### src/rtl/ber_window_monitor.sv
// Per-window BER reporting downstream of the cumulative BER counter stage.
// Slices cumulative counts into windows and reports them over valid/ready.
module ber_window_monitor #(
  parameter int ACC_W = 32,
  parameter int CNT_W = 16
) (
  input  logic             clock,
  input  logic             i_reset,
  input  logic             i_enable,
  input  logic [63:0]      i_errors,
  input  logic [63:0]      i_bits,
  input  logic [ACC_W-1:0] i_win_len,
  input  logic [ACC_W-1:0] i_err_thr,
  input  logic             i_ready,
  output logic             o_valid,
  output logic [ACC_W-1:0] o_win_errors,
  output logic [ACC_W-1:0] o_win_bits,
  output logic             o_alarm,
  output logic             o_overrun,
  output logic             o_resync,
  output logic             o_locked,
  output logic [CNT_W-1:0] o_win_count
);

  typedef enum logic [1:0] {
    S_IDLE,
    S_ARM,
    S_MEASURE
  } state_t;

  localparam logic [ACC_W-1:0] ACC_MAX = '1;
  localparam logic [ACC_W-1:0] ACC_ONE = {{(ACC_W-1){1'b0}}, 1'b1};

  state_t           r_state;
  state_t           w_next;
  logic [63:0]      r_prev_bits;
  logic [63:0]      r_prev_err;
  logic [ACC_W-1:0] r_acc_bits;
  logic [ACC_W-1:0] r_acc_err;
  logic [ACC_W-1:0] r_len;
  logic [ACC_W-1:0] r_thr;

  logic [63:0]      w_d_bits;
  logic [63:0]      w_d_err;
  logic [64:0]      w_sum_bits;
  logic [64:0]      w_sum_err;
  logic [ACC_W-1:0] w_nb;
  logic [ACC_W-1:0] w_ne;
  logic [ACC_W-1:0] w_len_eff;
  logic             w_regress;
  logic             w_close;
  logic             w_resync;
  logic             w_lock;

  // Deltas are modulo 2^64; a real decrease is caught by w_regress.
  always_comb begin
    w_d_bits   = i_bits - r_prev_bits;
    w_d_err    = i_errors - r_prev_err;
    w_sum_bits = 65'(r_acc_bits) + 65'(w_d_bits);
    w_sum_err  = 65'(r_acc_err) + 65'(w_d_err);
    w_nb       = (w_sum_bits > 65'(ACC_MAX))
               ? ACC_MAX : w_sum_bits[ACC_W-1:0];
    w_ne       = (w_sum_err > 65'(ACC_MAX))
               ? ACC_MAX : w_sum_err[ACC_W-1:0];
    w_len_eff  = (r_len == '0) ? ACC_ONE : r_len;
    w_regress  = (i_bits < r_prev_bits)
              || (i_errors < r_prev_err);
  end

  always_comb begin
    w_next   = r_state;
    w_close  = 1'b0;
    w_resync = 1'b0;
    w_lock   = 1'b0;
    unique case (r_state)
      S_IDLE: begin
        if (i_enable) w_next = S_ARM;
      end
      S_ARM: begin
        if (!i_enable) begin
          w_next = S_IDLE;
        end else if (i_bits != 64'd0) begin
          w_next = S_MEASURE;
          w_lock = 1'b1;
        end
      end
      S_MEASURE: begin
        if (!i_enable) begin
          w_next = S_IDLE;
        end else if (w_regress) begin
          w_next   = S_ARM;
          w_resync = 1'b1;
        end else begin
          w_close = (w_nb >= w_len_eff);
        end
      end
      default: w_next = S_IDLE;
    endcase
  end

  always_ff @(posedge clock) begin
    if (i_reset) begin
      r_state      <= S_IDLE;
      r_prev_bits  <= '0;
      r_prev_err   <= '0;
      r_acc_bits   <= '0;
      r_acc_err    <= '0;
      r_len        <= '0;
      r_thr        <= '0;
      o_valid      <= 1'b0;
      o_win_errors <= '0;
      o_win_bits   <= '0;
      o_alarm      <= 1'b0;
      o_overrun    <= 1'b0;
      o_resync     <= 1'b0;
      o_locked     <= 1'b0;
      o_win_count  <= '0;
    end else begin
      r_state  <= w_next;
      o_locked <= (w_next == S_MEASURE);
      o_resync <= w_resync;

      if (r_state != S_IDLE) begin
        r_prev_bits <= i_bits;
        r_prev_err  <= i_errors;
      end

      if (r_state == S_MEASURE && w_next == S_MEASURE
          && !w_close) begin
        r_acc_bits <= w_nb;
        r_acc_err  <= w_ne;
      end else begin
        r_acc_bits <= '0;
        r_acc_err  <= '0;
      end

      // Length and threshold only change at window boundaries.
      if (w_lock || w_close) begin
        r_len <= i_win_len;
        r_thr <= i_err_thr;
      end

      if (w_close) begin
        o_win_bits   <= w_nb;
        o_win_errors <= w_ne;
        o_alarm      <= (w_ne > r_thr);
        o_valid      <= 1'b1;
        o_win_count  <= o_win_count + 1'b1;
        if (o_valid && !i_ready) o_overrun <= 1'b1;
      end else if (o_valid && i_ready) begin
        o_valid <= 1'b0;
      end
    end
  end

endmodule

### config.mk
export PLATFORM = sky130hd
export DESIGN_NAME = ber_window_monitor
export DESIGN_NICKNAME = d
export VERILOG_FILES = /design/src/rtl/ber_window_monitor.sv
export SDC_FILE = /design/constraint.sdc
export NUM_CORES = 1
export LEC_CHECK = 0
export CORE_MARGIN = 2
export CORE_UTILIZATION = 39
export DETAILED_ROUTE_END_ITERATION = 8
export SLEW_MARGIN = 20
export SYNTH_ARGS = -nofsm -noshare
export SYNTH_HDL_FRONTEND = slang
export SYNTH_SLANG_ARGS = --single-unit
### constraint.sdc
create_clock -name clock -period 17 [get_ports clock]
set_clock_uncertainty 0.05 [all_clocks]
set_input_delay 4.25 -clock clock [delete_from_list [all_inputs] [get_ports clock]]
set_output_delay 4.25 -clock clock [all_outputs]
set_load 0.005 [all_outputs]
==> results.sh <==
export IMPL_fin_crit_sh_pct=88.2
export IMPL_grt_ovfl_total=0
export IMPL_synthFlopType="dfxtp_1"
export IMPL_routedWlPerCell_um=18.4
export IMPL_required_ns=17.40
export IMPL_synth_async_sr_flop_share_pct=0
export IMPL_synth_avg_cell_area_sq_um=7.22
export IMPL_vias_per_cell=5.58
export IMPL_syn_area_sq_um=27900
export IMPL_postPlaceCellArea_sq_um=31200
export IMPL_status="finished clean"
export IMPL_grt_max_degree=87
export IMPL_dr_wl_met2_mm=44.6
export IMPL_rrSetupSlack_ns=5.88
export IMPL_worst_setup_path_start_kind="primary input"
export IMPL_dr_wl_met3_mm=3.25
export IMPL_fp_row_count=97
export IMPL_antenna_found_initial=0
export IMPL_vias=27793
export IMPL_start_util_pct=39.6
export IMPL_layout_drive_gt1_share_pct=4.30
export IMPL_io_buffers=280
export IMPL_ir_drop_uv=64.6
export IMPL_p_leak_nw=12.1
export IMPL_final_cell_area_sq_um=32700
export IMPL_dieArea_sq_um=73600
export IMPL_seq_area_frac_synth_pct=24.6
export IMPL_cts_root_buf="clkbuf_16"
export IMPL_crit_arrival_ns=15.39
export IMPL_min_period_ns=14.99
export IMPL_ys_ff_latch=343
export IMPL_finalMaxSlewViolations=0
export IMPL_dp_cells=4905
export IMPL_gp_congestion=0.959
export IMPL_cp_end_kind="register"
export IMPL_design_core_area_sq_um=70400
export IMPL_fin_cells=4983
export IMPL_power_density_nw_per_um2=82.5
export IMPL_muxShareOfSynthArea_pct=0.566
export IMPL_synth_edff_count=0
export IMPL_synthAdderAreaFrac_pct=11.8
export IMPL_cp_max_fo=78
export IMPL_routed_wl_mm=91.7
export IMPL_ctsHoldBuffers=0
export IMPL_crit_top_cell="inv_1"
export IMPL_cpPeakStageDelay_ns=0.71
export IMPL_rsz0062_at_grt="false"
export IMPL_total_power_mw=2.70
export IMPL_fin_util_pct=46.5
export IMPL_io_pins=281
export IMPL_cap_violations=0
export IMPL_clock_latency_ns=0.59
export IMPL_synthTopCellsByArea="dfxtp_1, ha_1, nand2_1, a21oi_1, nor2_1"
export IMPL_m1WireLength_mm=41.1
export IMPL_ant_nets=0
export IMPL_synth_warnings=0
export IMPL_die_w_um=271
export IMPL_cts_sinks=343
export IMPL_synth_simple_area_share_pct=26.0
export IMPL_fmax_ghz=0.0667
export IMPL_ctsHtreeMaxLevel=2
export IMPL_layout_setup_ws_ns=2.01
export IMPL_path_delay_family="compound AO/OA/AOI/OAI gates"
export IMPL_setup_violations_final=0
export IMPL_clockBufferDepth=3
export IMPL_relSlewSlack_pct=23.6
export IMPL_hold_path_class="register to register"
export IMPL_crit_slowest_cell="buf_4"
export IMPL_synth_xor_area_share_pct=5.85
export IMPL_syn2layout_area_growth_pct=17.5
export IMPL_yosys_cell_types_count=97
export IMPL_die_height_um=271
export IMPL_cts_setup_buffers=0
export IMPL_grt_pass1_wl_mm=144
export IMPL_first_global_vias=26336
export IMPL_hold_slack_ns=0.398
export IMPL_dp_worst_setup_slack_ns=1.60
export IMPL_drt_iter0_drc=1906
export IMPL_path_class="primary input to register"
export IMPL_first_pass_iters=6
export IMPL_place_hpwl_mm=72.4
export IMPL_numCtsBuffers=42
export IMPL_synth_top_area_share_pct=24.6
export IMPL_yosysTopAreaCell="dfxtp_1"
export IMPL_path_buf_inv=7
export IMPL_synth_compound_area_share_pct=24.5
export IMPL_clkTransAtPathRegs_ns=0.06
export IMPL_synth_top_family_by_area="simple AND/OR/NAND/NOR gates"
export IMPL_grtUsageTotal_pct=23.9
export IMPL_worst_pin_slew_ns=1.14
export IMPL_layout_nets=4467
export IMPL_top_layer="met4"
export IMPL_drc=0
export IMPL_finalHoldViolCount=0
export IMPL_syn_num_nets=4317
export IMPL_tns_ns=0
export IMPL_cts_resized=0
export IMPL_syn_inst=3860
export IMPL_cts_tree="built"
-- state kept, by name (all words and copies together), names as in the netlist --
name and count:
r_prev_bits 64, r_prev_err 64, o_win_bits 32, o_win_errors 32, r_acc_bits 32, r_acc_err 32
r_len 32, r_thr 32, o_win_count 16, r_state 2, o_alarm 1, o_locked 1
o_overrun 1, o_resync 1, o_valid 1
-- synth_stat cells (all sizes together), types with 24 or more instances --
cell,count
a211oi,45
a21o,82
a21oi,488
a311oi,38
a31oi,36
and2,29
buf,38
clkbuf,153
dfxtp,343
ha,257
inv,280
nand2,650
nand2b,40
nand3,68
nand4,109
nor2,293
nor2b,30
nor3,102
nor4,46
o21a,47
o21ai,172
or3,24
xnor2,108
xor2,78
-- worst paths after layout --
check	start	end	cells past startpoint
hold reg to reg	r_thr[14]	r_thr[14]	2
hold / removal	r_thr[14]	r_thr[14]	2
setup reg to reg	r_prev_bits[0]	o_win_count[15]	41
setup / recovery	i_bits[0]	o_win_count[15]	43
-- routing by layer --
layer	global-route usage [%]	vias up
met5	0	-
met4	7.13	0
met3	2.41	123
met2	42.3	584
met1	30.5	13099
li1	-	13987
-- cell usage in the layout, fill, tap and decap left out, types with 9 or more instances in the layout --
master	synthesis	final
nand2_1	650	649
a21oi_1	487	486
dfxtp_1	343	343
nor2_1	293	292
inv_1	280	280
clkdlybuf4s50_1	0	279
ha_1	257	257
o21ai_0	160	160
xnor2_1	108	108
nand4_1	108	108
a21o_1	82	81
xor2_1	78	78
nor3_1	69	69
nand3_1	68	68
o21a_1	47	47
nor4_1	45	45
a211oi_1	44	44
clkbuf_16	0	42
nand2b_1	40	40
a311oi_1	37	37
a31oi_1	35	35
nor2b_1	30	30
nor3_4	29	30
and2_1	29	29
or3_1	24	24
and3_1	23	23
o211ai_1	23	23
o21bai_1	19	19
o31ai_1	19	19
or2_2	18	17
buf_4	8	16
o2111ai_1	13	13
and4_1	12	12
or4_1	12	12
o21ai_1	12	12
a211o_1	12	12
a21boi_0	10	10
mux2i_1	9	9
-- worst reg2reg max path, delay by kind of cell (launching register included) --
| family | cells | cell delay (ns) |
|---|---|---|
| AO/OA/AOI/OAI | 19 | 5.04 |
| XOR/XNOR | 2 | 0.34 |
| adder cells (fa/ha/maj) | 4 | 1.18 |
| buffers and inverters | 5 | 1.33 |
| flip-flops | 1 | 0.34 |
| AND/OR/NAND/NOR | 11 | 2.71 |
-- power breakdown --
group | total [mW] | switching, mW | internal, mW
logic | 0.865 | 0.552 | 0.313
registers | 0.844 | 0.0143 | 0.829
clock network | 0.992 | 0.392 | 0.599
total | 2.70 | 0.958 | 1.74
-- cell families (layout without fill, tap and decap cells) --
group                      after synthesis  count (layout)
and+or+nand+nor                       1490            1490
AOI/OAI and AO/OA                     1094            1094
buffers and inverters                  471             653
DFF                                    343             343
adders and majority gates              261             261
xor gates and xnor gates               186             186
muxes                                   15              15
other                                    0               1
-- final cells by class --
cell class	count	area, sq um
fillers	7290	37600
multi-input cells	3046	19200
flip-flops and latches	343	6870
repair buffers	297	2950
well taps	940	1180
clock buffers	52	1130
inverters	280	1050
clock inverters	24	379
diodes	1	2.50
No activity file was read; power rests on OpenSTA's default activity.
